[src/rtl/tone_gen.sv]
// tone_gen: converts a centi-Hz pitch word into a 50%-duty square wave.
// The half-period (CLK_HZ*50 / freq_chz) comes from a bit-serial restoring divider.
module tone_gen #(
  parameter int unsigned CLK_HZ  = 100_000_000,
  parameter int unsigned MIN_CHZ = 100,
  parameter int unsigned DVD_W   = 40
) (
  input  logic        clk,
  input  logic        rst_n,
  input  logic        freq_valid,
  output logic        freq_ready,
  input  logic [31:0] freq_chz,
  input  logic        gate,
  output logic        tone_out,
  output logic        busy,
  output logic [31:0] half_period
);

  localparam logic [DVD_W-1:0] DVD     = DVD_W'(64'(CLK_HZ) * 64'd50);
  localparam int unsigned      IT_W    = $clog2(DVD_W);
  localparam logic [IT_W-1:0]  IT_LAST = IT_W'(DVD_W - 1);
  localparam logic [DVD_W-1:0] HP_MAX  = DVD_W'(64'hFFFF_FFFF);

  typedef enum logic [1:0] {S_IDLE, S_DIV, S_PLAY} state_t;

  state_t             state_q, state_d;
  logic [31:0]        dvs_q, dvs_d;
  logic [31:0]        rem_q, rem_d;
  logic [DVD_W-1:0]   quo_q, quo_d;
  logic [DVD_W-1:0]   dvd_sh_q, dvd_sh_d;
  logic [IT_W-1:0]    it_q, it_d;
  logic               ld_q, ld_d;
  logic [31:0]        hp_q, hp_d;
  logic               pv_q, pv_d;
  logic [31:0]        cnt_q, cnt_d;
  logic               tone_q, tone_d;

  logic               accept, playable, take;
  logic [32:0]        rem_sh, rem_sub;
  logic [31:0]        hp_clamp;

  assign freq_ready  = (state_q != S_DIV);
  assign busy        = (state_q == S_DIV);
  assign tone_out    = tone_q;
  assign half_period = hp_q;
  assign accept      = freq_valid && freq_ready;
  assign playable    = (freq_chz >= 32'(MIN_CHZ));

  // One restoring step: bring down the next dividend bit, subtract if it fits.
  assign rem_sh  = {rem_q, dvd_sh_q[DVD_W-1]};
  assign rem_sub = rem_sh - {1'b0, dvs_q};
  assign take    = (rem_sh >= {1'b0, dvs_q});

  always_comb begin
    if (quo_q > HP_MAX)
      hp_clamp = '1;
    else if (quo_q == '0)
      hp_clamp = 32'd1;
    else
      hp_clamp = quo_q[31:0];
  end

  always_comb begin
    state_d  = state_q;
    dvs_d    = dvs_q;
    rem_d    = rem_q;
    quo_d    = quo_q;
    dvd_sh_d = dvd_sh_q;
    it_d     = it_q;
    ld_d     = 1'b0;
    hp_d     = hp_q;
    pv_d     = pv_q;

    // Finished quotient lands one cycle after the last step (first PLAY cycle).
    if (ld_q) begin
      hp_d = hp_clamp;
      pv_d = 1'b1;
    end

    case (state_q)
      S_IDLE, S_PLAY: begin
        if (accept) begin
          if (playable) begin
            state_d  = S_DIV;
            dvs_d    = freq_chz;
            rem_d    = '0;
            quo_d    = '0;
            dvd_sh_d = DVD;
            it_d     = '0;
          end else begin
            state_d = S_IDLE;
            pv_d    = 1'b0;
            hp_d    = '0;
          end
        end
      end
      S_DIV: begin
        rem_d    = take ? rem_sub[31:0] : rem_sh[31:0];
        quo_d    = {quo_q[DVD_W-2:0], take};
        dvd_sh_d = {dvd_sh_q[DVD_W-2:0], 1'b0};
        it_d     = it_q + IT_W'(1);
        if (it_q == IT_LAST) begin
          state_d = S_PLAY;
          ld_d    = 1'b1;
        end
      end
      default: state_d = S_IDLE;
    endcase
  end

  // Tone counter keeps running across re-pitches; >= makes a shrinking period toggle at once.
  always_comb begin
    cnt_d  = cnt_q;
    tone_d = tone_q;
    if (!gate || !pv_q) begin
      cnt_d  = '0;
      tone_d = 1'b0;
    end else if (cnt_q >= hp_q - 32'd1) begin
      cnt_d  = '0;
      tone_d = ~tone_q;
    end else begin
      cnt_d = cnt_q + 32'd1;
    end
  end

  always_ff @(posedge clk or negedge rst_n) begin
    if (!rst_n) begin
      state_q  <= S_IDLE;
      dvs_q    <= '0;
      rem_q    <= '0;
      quo_q    <= '0;
      dvd_sh_q <= '0;
      it_q     <= '0;
      ld_q     <= 1'b0;
      hp_q     <= '0;
      pv_q     <= 1'b0;
      cnt_q    <= '0;
      tone_q   <= 1'b0;
    end else begin
      state_q  <= state_d;
      dvs_q    <= dvs_d;
      rem_q    <= rem_d;
      quo_q    <= quo_d;
      dvd_sh_q <= dvd_sh_d;
      it_q     <= it_d;
      ld_q     <= ld_d;
      hp_q     <= hp_d;
      pv_q     <= pv_d;
      cnt_q    <= cnt_d;
      tone_q   <= tone_d;
    end
  end

endmodule

[config.mk]
export PLATFORM = sky130hd
export DESIGN_NAME = tone_gen
export DESIGN_NICKNAME = d
export VERILOG_FILES = /design/src/rtl/tone_gen.sv
export SDC_FILE = /design/constraint.sdc
export NUM_CORES = 1
export LEC_CHECK = 0
export BUFFER_PORTS_ARGS = -buffer_cell sky130_fd_sc_hd__buf_4
export CAP_MARGIN = 0
export CORE_MARGIN = 4
export CORE_UTILIZATION = 40
export DETAILED_ROUTE_END_ITERATION = 12
export SYNTH_ARGS = -nofsm -noshare
export SYNTH_HDL_FRONTEND = slang
export SYNTH_SLANG_ARGS = --single-unit
[constraint.sdc]
create_clock -name clk -period 11 [get_ports clk]
set_clock_uncertainty 0.1 [all_clocks]
set_input_delay 2.2 -clock clk [delete_from_list [all_inputs] [get_ports clk]]
set_output_delay 2.2 -clock clk [all_outputs]
set_load 0.05 [all_outputs]
# Word level (Yosys, flattened, before mapping)
# Cells that the tools add are included.
# word_totals
memories,0
out_inout_bits,35
regBits,219
ram_bits,0
romBits,0
latchBits,0
# classes
add_sub_neg,4
eq_ne,7
multipliers,0
bitwise_logic,1
shifts,0
magnitude_cmp,4
n_div,0
reduce_logical,12
mux,33
# ops
op,n
32-bit 2-to-1 mux,11
40-bit 2-to-1 mux,4
40-bit case mux with 2 select lines,2
32-bit case mux with 2 select lines,1
"40-bit by 32-bit > comparator with 1-bit output, second input constant",1
40-bit logical NOT,1
33-bit by 32-bit greater-or-equal comparator with 1-bit output,1
"32-bit by 1-bit adder with 32-bit output, second input constant",1
32-bit greater-or-equal comparator,1
"32-bit by 7-bit greater-or-equal comparator with 1-bit output, second input constant",1
"32-bit by 1-bit subtractor with 32-bit output, second input constant",1
32-bit subtractor,1
6-bit 2-to-1 mux,2
6-bit case mux with 2 select lines,1
1-bit 2-to-1 mux,9
"6-bit by 1-bit adder with 6-bit output, second input constant",1
"6-bit == test, second input constant",1
3-bit AND reduction,2
2-bit 2-to-1 mux,2
"2-bit by 1-bit inequality test with 1-bit output, second input constant",2
"2-bit inequality test, second input constant",2
2-bit case mux with 2 select lines,1
2-bit nonzero test,2
"2-bit by 1-bit == test with 1-bit output, second input constant",1
other kinds (8),9

# Logic depth before layout (Yosys ltp)
# logic_depth
word_depth,7
depth_mapped,18
depth_no_buf,17

# Worst setup path before layout
# No wires, ideal clock.
# synth_path
path_type,in2reg
start,in freq_chz[27]
end,reg it_q[0]
path_buffers,2
cell_stages,10
setup_time_ps,92
t_arrival_ps,4072
path_slack_ps,6736
required_time_ps,10808
cell_sequence,or4_1 > nor4_1 > nand4_1 > nor4_1 > nor3b_1 > clkbuf_1 > nor2_1 > buf_2 > nand2_1 > o21ai_0
# synth_via
elab_chain_len,3
# synth_rtl
element,line,source
"start, declared",12,"input logic [31:0] freq_chz,"
32-bit by 7-bit greater-or-equal comparator with 1-bit output,47,assign playable = (freq_chz >= 32'(MIN_CHZ));
2-bit inequality test (no source line),-,
3-bit AND reduction (no source line),-,
"end signal, assigned",145,it_q <= it_d;
"end, declared",31,"logic [IT_W-1:0] it_q, it_d;"
# No other way between the ends.
# A chain may end at the register's enable or synchronous reset.

# Worst setup path in the final report
# layout_path
start,in freq_chz[27]
end,reg pv_q
# layout_via
elab_chain_len,4
# layout_rtl
element,line,source
32-bit by 7-bit greater-or-equal comparator with 1-bit output,47,
1-bit 2-to-1 mux,83,if (playable) begin
1-bit 2-to-1 mux,82,if (accept) begin
1-bit 2-to-1 mux,80,case (state_q)
named net pv_d,34,"logic pv_q, pv_d;"
"end signal, assigned",148,pv_q <= pv_d;
"end, declared",34,
# The timed path passes the listed nets, and every way through them passes these cells.

==> reports/qor.txt <==
Crit path buffers/inverters - 1
GRT overflow - 0
DRC Markers - 0
Switching part of the total - 0.422
Crit path cell chain - buf_4 -> or4_1 -> nor4_1 -> nand4_1 -> nor4_1 -> and3b_1 -> nor2_1
Fin crit share - 0.444
FF+latch count, synth - 210
Clock power share - 0.209
Drt pass-1 iters - 5
Logic pwr share - 0.500
Final ANT Viol Nets - 0
Stages on worst setup path - 7
WP data required - 11.26 ns
Antenna Diode Count - 0
Vias in the first global route - 9,265
Startpoint types - input pin
Setup tns final - 0 ns
TritonCTS Buffers - 26
DR vias/cell - 5.25
Pins Over Slew Limit - 0
Hold_buf cts - 0
Reg2reg setup slack - 6.82 ns
Clock buffer depth - 3
FF-to-FF Start - half_period[9]
Vias post-DR - 9,422
Resized cells post-CTS - 0
R2r endpoint - cnt_q[21]
Hold_ws - 0.358 ns
Number of flops mapped to enable cells by yosys - 0
GRT Total Usage - 0.163
Final cell count without fillers - 1,793
Worst vdd ir - 170 µV
R2R depth - 14
Starting density of the core - 0.409
Power share of the sequential group - 0.291
Tot Pwr - 4.48 mW
Worst setup path start - freq_chz[27]
Mapped Area - 11,900 µm²
Commonest cells after routing, fill and taps aside - nand2_1, dfrtp_1, o21ai_0, nor2_1, buf_4
Crit path to - pv_q
Core area - 29,000 µm²
Final setup viols - 0
Finished Cell Area - 13,700 µm²
CP max stage cell - and3b_1
Port bufs - 70
1st-iter DRT viols - 542
Syn-to-layout area delta - 15.1%
Fmax - 0.205 GHz
Slew margin rel. - 0.204
RSZ-0062 raised after global routing - false
CP Class - input pin to flip-flop
Int Power - 2.59 mW
Routed wire length - 26,700 µm
Die Wd - 180 µm
Library cells used by synthesis - 59
Number of I/O pins - 71
Post-place instance area - 12,700 µm²
Power Dens Cells - 328 nW/µm²
Clock Sinks - 210
Top delay family on crit path - simple AND/OR/NAND/NOR gates
Largest stage delay, worst path - 1.02 ns
Leak - 6.17 nW
Htree depth - 1
Crit path top cell by count - nor4_1
Outcome - finished, final reports clean
Clk slew on worst S/H paths - 0.06 ns
Ys Warns - 0
Placer Congestion - 0.827
Avg Inst Size Synth - 8.80 µm²
Clk_lat worst skew - 0.52 ns
Wire per inst - 14.9 µm
Antenna violations before repair - 0
Area of the die - 32,500 µm²
Post-DP HPWL - 18,400 µm
CP endpoint kind - flip-flop
Root buf cell - clkbuf_16
Post-Syn Nets - 1,454
Synth async-reset ratio - 1.00
CP Max Fanout - 33
Worst-Margin Slew - 1.19 ns
Most common cell after layout, fill and taps aside - nand2_1
Dominant synthesized flop cell - dfrtp_1
Worst min path class - flip-flop to flip-flop
Share of cells above drive strength 1 - 0.104
Net Sw Power - 1.89 mW
Die Span Y - 180 µm
CTS tree - built
Setup Fix Bufs, Post-CTS - 0
Mapped Cells - 1,350
Worst EP arrival - 5.14 ns
Max Cap Viol - 0
Inst Count DP - 1,745
Largest net degree at the start of global routing - 101
Row cnt - 62
Post-layout min period - 4.88 ns
Sequential share of the synthesized area - 0.442
# nets final - 1,493
Final hold violations - 0
First-pass GRT wire length - 46,100 µm
[power by group through the flow]
stage | combinational, mW | clock, mW | sequential (mW)
2_1_floorplan | 1.64 | 0 | 1.41
3_3_place_gp | 2.20 | 0 | 1.31
3_5_place_dp | 2.24 | 0 | 1.32
4_1_cts | 2.25 | 0.965 | 1.31
5_1_grt | 2.52 | 0.996 | 1.35
6_report | 2.24 | 0.937 | 1.31
[worst min-delay path: cells and delay by family, from the launching register on]
kind | cells | cell delay (ns)
simple gates | 2 | 0.09
flops | 1 | 0.33
[cell type report]
class | instances | area [µm²]
well taps | 384 | 480
clock buffers | 33 | 748
repair buffers | 81 | 614
inverters | 47 | 176
fillers | 2804 | 15300
flip-flops and latches | 210 | 5260
multi-input cells | 1023 | 6170
clock inverters | 15 | 219
[stage by stage]
| step | worst slack, ns | util |
|---|---|---|
| 2_1_floorplan | 6.74 | - |
| 3_3_place_gp | 5.67 | 0.438 |
| 3_5_place_dp | 5.53 | 0.438 |
| 4_1_cts | 6.09 | 0.471 |
| 5_1_grt | 5.81 | 0.471 |
| 6_report | 6.12 | 0.471 |
[Yosys cell counts (all sizes together), types with 4 or more instances]
cell type | n | share of area
a211oi | 17 | 0.011
a21boi | 4 | 0.0028
a21o | 26 | 0.016
a21oi | 51 | 0.021
a31oi | 4 | 0.0021
and2 | 6 | 0.0032
and3 | 8 | 0.0042
buf | 6 | 0.0041
clkbuf | 64 | 0.020
dfrtp | 210 | 0.44
ha | 67 | 0.071
inv | 47 | 0.015
mux2 | 4 | 0.0038
mux2i | 27 | 0.023
nand2 | 257 | 0.081
nand2b | 25 | 0.013
nand3 | 19 | 0.0080
nand4 | 20 | 0.011
nor2 | 107 | 0.034
nor2b | 6 | 0.0032
nor3 | 20 | 0.0084
nor4 | 21 | 0.011
o211ai | 5 | 0.0032
o21a | 9 | 0.0057
o21ai | 159 | 0.067
o21bai | 4 | 0.0025
o22ai | 20 | 0.011
or2 | 4 | 0.0021
or3 | 6 | 0.0032
xnor2 | 51 | 0.038
xor2 | 40 | 0.029
[worst min path at each step]
stage | from | end | slack [ns] | cells past startpoint
2_1_floorplan | dvd_sh_q[12] | dvd_sh_q[13] | 0.33 | 2
3_3_place_gp | dvd_sh_q[15] | dvd_sh_q[16] | 0.35 | 2
3_5_place_dp | dvd_sh_q[15] | dvd_sh_q[16] | 0.34 | 2
4_1_cts | dvd_sh_q[15] | dvd_sh_q[16] | 0.36 | 2
5_1_grt | dvd_sh_q[31] | dvd_sh_q[32] | 0.38 | 2
6_report | dvd_sh_q[15] | dvd_sh_q[16] | 0.36 | 2
[registers in the layout, indices dropped and copies added (netlist names)]
register / count
quo_q: 40
cnt_q: 32
dvs_q: 32
half_period: 32
rem_q: 32
dvd_sh_q: 31
it_q: 6
state_q: 2
ld_q: 1
pv_q: 1
tone_out: 1
[metal layers]
| metal | track usage | vias up | wire, µm |
|---|---|---|---|
| li1 | - | 4746 | - |
| met1 | 0.237 | 4459 | 12900 |
| met2 | 0.258 | 176 | 12000 |
| met3 | 0.0258 | 41 | 1150 |
| met4 | 0.0399 | 0 | 576 |
| met5 | 0 | - | 0 |
[logic make-up after synthesis]
| group | share of synthesized area |
|---|---|
| flops | 0.442 |
| compound gates | 0.161 |
| mux | 0.0265 |
| simple gates | 0.191 |
| buf+inv | 0.0392 |
| xor+xnor | 0.0671 |
| fa+ha+maj | 0.0723 |
Power figures use the tool's default switching activity.
